==> src/rtl/instr_fetch_unit_pkg.sv <==
// Shared definitions for the instruction fetch unit.
//   IFU_ADDR_W    : default PC / ROM address width
//   IFU_DATA_W    : default instruction word width
//   IFU_DEPTH     : default fetch buffer depth
//   fetch_entry_t : one buffered fetch, instruction word plus the PC it came from
package instr_fetch_unit_pkg;

  localparam int IFU_ADDR_W = 6;
  localparam int IFU_DATA_W = 32;
  localparam int IFU_DEPTH  = 2;

  typedef struct packed {
    logic [IFU_DATA_W-1:0] word;
    logic [IFU_ADDR_W-1:0] pc;
  } fetch_entry_t;

endpackage

==> src/rtl/instr_fetch_unit_fifo.sv <==
// fetch_fifo: DEPTH-entry synchronous FIFO holding fetched words for decode.
// Ports:
//   clk, rst_n : clock, synchronous active-low reset (clears storage too)
//   flush      : discard every entry; overrides push and pop
//   push       : write push_entry (ignored when full without a pop)
//   push_entry : entry to write
//   pop        : consume the head (ignored when empty)
//   head       : entry at the head; holds the last popped entry when empty
//   count      : number of valid entries
module fetch_fifo
  import instr_fetch_unit_pkg::*;
#(
  parameter type entry_t = fetch_entry_t,
  parameter int  DEPTH   = IFU_DEPTH
) (
  input  logic                   clk,
  input  logic                   rst_n,
  input  logic                   flush,
  input  logic                   push,
  input  entry_t                 push_entry,
  input  logic                   pop,
  output entry_t                 head,
  output logic [$clog2(DEPTH):0] count
);

  localparam int PTR_W = $clog2(DEPTH);
  localparam int CNT_W = PTR_W + 1;

  entry_t             mem [DEPTH];
  logic [PTR_W-1:0]   wr_ptr;
  logic [PTR_W-1:0]   rd_ptr;
  logic [PTR_W-1:0]   head_idx;
  logic               do_pop;
  logic               do_push;

  assign do_pop  = pop && (count != '0);
  // Full with a simultaneous pop still accepts the push: the slot being
  // written is the one being read out this same cycle.
  assign do_push = push && ((count < CNT_W'(DEPTH)) || do_pop);

  // When empty, point one slot behind rd_ptr so the head keeps showing the
  // most recently consumed entry instead of whatever stale slot is next.
  assign head_idx = (count == '0) ? rd_ptr - PTR_W'(1) : rd_ptr;
  assign head     = mem[head_idx];

  always_ff @(posedge clk) begin
    if (!rst_n) begin
      for (int i = 0; i < DEPTH; i++) mem[i] <= '0;
      wr_ptr <= '0;
      rd_ptr <= '0;
      count  <= '0;
    end else if (flush) begin
      count <= '0;
      // Step past the current head so the empty-FIFO head view stays on it.
      if (count != '0) begin
        rd_ptr <= rd_ptr + PTR_W'(1);
        wr_ptr <= rd_ptr + PTR_W'(1);
      end
    end else begin
      if (do_push) begin
        mem[wr_ptr] <= push_entry;
        wr_ptr      <= wr_ptr + PTR_W'(1);
      end
      if (do_pop) rd_ptr <= rd_ptr + PTR_W'(1);
      case ({do_push, do_pop})
        2'b10:   count <= count + CNT_W'(1);
        2'b01:   count <= count - CNT_W'(1);
        default: count <= count;
      endcase
    end
  end

endmodule

==> src/rtl/instr_fetch_unit.sv <==
// instr_fetch_unit: drives the instruction ROM address, buffers fetched words
// with their PC and presents them to decode over valid/ready.
// Ports:
//   clk, rst_n     : clock, synchronous active-low reset
//   pc_addr        : ROM address (current fetch PC)
//   rom_data       : ROM word, combinational from pc_addr
//   instr_out      : instruction at the buffer head
//   instr_pc       : PC of instr_out
//   instr_valid    : buffer head valid
//   instr_ready    : decode accepts the head this cycle
//   redirect_valid : branch/jump redirect, flushes the buffer
//   redirect_pc    : redirect target
//   fetch_done     : fetch halted on a zero word and buffer drained
module instr_fetch_unit
  import instr_fetch_unit_pkg::*;
#(
  parameter int ADDR_W       = IFU_ADDR_W,
  parameter int DATA_W       = IFU_DATA_W,
  parameter int DEPTH        = IFU_DEPTH,
  parameter bit STOP_ON_ZERO = 1'b1
) (
  input  logic              clk,
  input  logic              rst_n,
  output logic [ADDR_W-1:0] pc_addr,
  input  logic [DATA_W-1:0] rom_data,
  output logic [DATA_W-1:0] instr_out,
  output logic [ADDR_W-1:0] instr_pc,
  output logic              instr_valid,
  input  logic              instr_ready,
  input  logic              redirect_valid,
  input  logic [ADDR_W-1:0] redirect_pc,
  output logic              fetch_done
);

  localparam int CNT_W = $clog2(DEPTH) + 1;

  typedef struct packed {
    logic [DATA_W-1:0] word;
    logic [ADDR_W-1:0] pc;
  } ifu_entry_t;

  logic [ADDR_W-1:0] fetch_pc;
  logic              stopped;
  logic [CNT_W-1:0]  count;
  ifu_entry_t        head;
  ifu_entry_t        push_entry;
  logic              pop;
  logic              push_ok;
  logic              zero_word;
  logic              push;

  assign pc_addr     = fetch_pc;
  assign instr_valid = (count != '0);
  assign instr_out   = head.word;
  assign instr_pc    = head.pc;
  assign fetch_done  = stopped && (count == '0);

  assign pop        = instr_valid && instr_ready;
  assign push_ok    = !stopped && ((count < CNT_W'(DEPTH)) || pop);
  assign zero_word  = STOP_ON_ZERO && (rom_data == '0);
  assign push       = !redirect_valid && push_ok && !zero_word;
  assign push_entry = '{word: rom_data, pc: fetch_pc};

  // PC advances only on an accepted fetch; a full buffer simply re-reads
  // the same ROM address next cycle. The add wraps modulo 2^ADDR_W.
  always_ff @(posedge clk) begin
    if (!rst_n) begin
      fetch_pc <= '0;
      stopped  <= 1'b0;
    end else if (redirect_valid) begin
      fetch_pc <= redirect_pc;
      stopped  <= 1'b0;
    end else if (push_ok) begin
      if (zero_word) stopped  <= 1'b1;
      else           fetch_pc <= fetch_pc + ADDR_W'(1);
    end
  end

  fetch_fifo #(
    .entry_t (ifu_entry_t),
    .DEPTH   (DEPTH)
  ) u_fifo (
    .clk        (clk),
    .rst_n      (rst_n),
    .flush      (redirect_valid),
    .push       (push),
    .push_entry (push_entry),
    .pop        (pop),
    .head       (head),
    .count      (count)
  );

endmodule

==> config.mk <==
export PLATFORM = sky130hd
export DESIGN_NAME = instr_fetch_unit
export DESIGN_NICKNAME = d
export VERILOG_FILES = /design/src/rtl/instr_fetch_unit_pkg.sv /design/src/rtl/instr_fetch_unit_fifo.sv /design/src/rtl/instr_fetch_unit.sv
export SDC_FILE = /design/constraint.sdc
export NUM_CORES = 1
export LEC_CHECK = 0
export ABC_CLOCK_PERIOD_IN_PS = 3400
export CAP_MARGIN = 20
export CORE_ASPECT_RATIO = 0.8
export CORE_MARGIN = 8
export CORE_UTILIZATION = 51
export CTS_CLUSTER_SIZE = 25
export DETAILED_ROUTE_END_ITERATION = 8
export GPL_TIMING_DRIVEN = 1
export PLACE_DENSITY = 0.89
export SETUP_SLACK_MARGIN = 0.02
export SLEW_MARGIN = 0
export SYNTH_ARGS = -nofsm -noshare
export SYNTH_HDL_FRONTEND = slang
export SYNTH_HIERARCHICAL = 1
export SYNTH_SLANG_ARGS = --single-unit
==> constraint.sdc <==
create_clock -name clk -period 3.4 [get_ports clk]
set_clock_uncertainty 0.1 [all_clocks]
set_input_delay 0.34 -clock clk [delete_from_list [all_inputs] [get_ports clk]]
set_output_delay 0.34 -clock clk [all_outputs]
set_load 0.005 [all_outputs]
==> run_results.csv <==
group,metric,value,unit
outcome,status,"finished clean",
timing,max_freq,310,MHz
cells_and_area,fin_cells,515,
timing,fin_setup_tns,0,ns
timing,maxSlewHeadroom,0.544,
grt,grt_pass1_wl,15.0,mm
synth,yosys.area.top_type,"edfxtp_1",
floorplanning,start_util,0.514,
clock_network,clock-sinks,87,
grt,antenna_found_initial,0,
power_and_ir_drop,pwr-share-clk,0.321,
synth,synthTopCellsByCount,"and2_1 (78), edfxtp_1 (76), mux2_4 (20)",
clock_network,postCtsHoldBufs,0,
power_and_ir_drop,pwr-share-comb,0.164,
timing,drv_slew,0,
floorplanning,boundaryPins,88,
grt,track_usage,0.163,
routing,drtIter0Drc,198,
floorplanning,core,8300,um^2
clock_network,clk_pin_slew,0.08,ns
placement,dpl.hpwl,6.71,mm
synth,yosysTopAreaCellShare,0.535,
power_and_ir_drop,p_int,1.87,mW
placement,portBuffers,87,
worst_setup_path,crit_path_end_kind,"primary output",
power_and_ir_drop,max-vdd-ir-drop,0.236,mV
clock_network,cts_buffer_depth,2,
timing,fin_crit_sh,0.947,
synth,yosysMostFrequentCell,"and2_1",
synth,synth_cell_type_count,47,
timing,setup_violations,0,
worst_setup_path,criticalPathCategory,"reg2out",
floorplanning,num_rows,30,
cells_and_area,finalNetCount,443,
timing,grt_setup_unrepaired,"false",
power_and_ir_drop,p_leak,2.04,nW
clock_network,cts_made_buffers,9,
timing,finalCriticalPeriod,3.22,ns
worst_setup_path,critPathLaunchType,"register",
cells_and_area,drive_gt1_frac,0.164,
routing,postRouteAntennaNets,0,
synth,synth_edf_count,76,
worst_setup_path,arrival,2.78,ns
clock_network,insertion_delay,0.35,ns
cells_and_area,fillers,591,
cells_and_area,syn_to_final_growth,29.5,%
floorplanning,die_w,118,um
timing,hold_viol_final,0,
grt,grt_pass1_vias,2859,
routing,finalWirelength,9.36,mm
placement,place.gp.congestion,0.887,
power_and_ir_drop,power,2.43,mW
routing,vias_per_cell,5.31,
grt,grt_max_degree,39,
cells_and_area,antenna-diode-count,0,
synth,synthCells,305,
synth,postSynth.asyncResetShare,0,
synth,synth_ff_type,"edfxtp_1",
placement,dp.cells,500,
synth,ys_ff_latch,87,
synth,seq_area_frac_synth,0.586,
clock_network,cts_tree,"yes",
floorplanning,die_h,97.8,um
routing,vias,2735,
clock_network,cts.htree.levels,3,
worst_setup_path,critPathMaxFanout,16,
clock_network,post-cts-setup-buffers,0,
clock_network,post_cts_resized,0,
routing,drc,0,
power_and_ir_drop,swShare,0.228,
worst_setup_path,required,2.96,ns
synth,yosysWarnings,6,
timing,whs,0.491,ns
synth,avgSynthCellArea,14.0,um^2
hold_path,min_path_type,"reg2reg",
grt,grt_overflow_total,0,
power_and_ir_drop,power_density,439,nW/um^2
synth,synth_area,4270,um^2
routing,dr.pass1.iters,5,
synth,synth.area.top_cells,"edfxtp_1 (53%), and2_1 (11%), mux2_4 (7.0%)",
floorplanning,die_area,11600,um^2
power_and_ir_drop,p_switching,0.552,mW
flow_run,drv_cap,0,
timing,worstMarginPinSlew,0.685,ns
power_and_ir_drop,seq_power_share,0.515,
synth,syn_nets,349,
clock_network,cts_root_buffer,"clkbuf_8",
routing,wire_per_inst,18.2,um
==> state kept, by name (all words and copies together), names as in the netlist <==
register / count
pc_addr: 6
stopped: 1
u_fifo/count: 2
u_fifo/mem: 76
u_fifo/rd_ptr: 1
u_fifo/wr_ptr: 1
==> cells by family (layout without fill, tap and decap cells) <==
kind of cell	count (synthesis)	after routing	share of synthesized area
adders and majority gates	2	2	0.00586
xor gates and xnor gates	4	4	0.00997
AOI/OAI and AO/OA	28	28	0.0513
and+or+nand+nor	130	130	0.208
DFF	87	87	0.586
buffers and inverters	16	114	0.0208
muxes	38	38	0.118
==> layer usage <==
layer	part of all wire	track usage	vias up
met2	0.48	0.269	94
li1	-	-	1310
met3	0.078	0.0588	8
met1	0.43	0.200	1323
met4	0.0088	0.0393	0
met5	0	0	-
==> through the flow <==
| stage | utilization | cell area, um^2 | worst slack [ns] |
|---|---|---|---|
| global placement | 0.640 | 5310 | 0.434 |
| global route | 0.666 | 5530 | 0.0694 |
| floorplan | - | 4270 | 0.544 |
| CTS | 0.666 | 5530 | 0.149 |
| detailed placement | 0.640 | 5310 | 0.337 |
| finish | 0.666 | 5530 | 0.179 |
==> worst paths after layout <==
kind	startpoint	end	slack (ns)	depth (start not counted)
worst max-delay path	u_fifo/count[1]	instr_out[24]	0.18	5
worst min-delay path	stopped	stopped	0.49	2
worst max register to register	u_fifo/count[1]	u_fifo/mem[0][0]	0.90	7
worst min register to register	stopped	stopped	0.49	2
==> power groups by stage <==
stage	registers, mW	logic [mW]	clock network (mW)
global route	1.26	0.427	0.830
global placement	1.27	0.392	0
floorplan	1.27	0.183	0
CTS	1.25	0.403	0.792
finish	1.25	0.398	0.778
detailed placement	1.27	0.400	0
==> layout by cell type, fill, tap and decap left out, types with 4 or more instances in the layout <==
cell type,instances
edfxtp_1,76
mux2_4,20
and4_1,4
nand2_1,5
o21ai_0,6
dfxtp_1,11
nor2_1,10
clkbuf_8,9
clkdlybuf4s50_1,87
a211oi_1,5
buf_4,7
and2_1,78
nor4_2,8
mux2_1,18
==> worst max-delay path, cell delays in order, from the launching register on <==
cell and delay, ns:
dfxtp_1 0.51, nor2_4 0.12, xnor2_4 0.56, buf_4 0.40, mux2_1 0.36, clkdlybuf4s50_1 0.47
==> area by class of cell <==
type,instances,area (um^2),share of cell area
Timing Repair Buffer,96,963,0.174
Clock inverter,6,92.6,0.0168
Inverter,3,11.3,0.00204
Multi-Input combinational cell,202,1690,0.306
Clock buffer,9,124,0.0224
Sequential cell,87,2500,0.453
Tap cell,112,140,0.0254
Power figures use the tool's default switching activity.
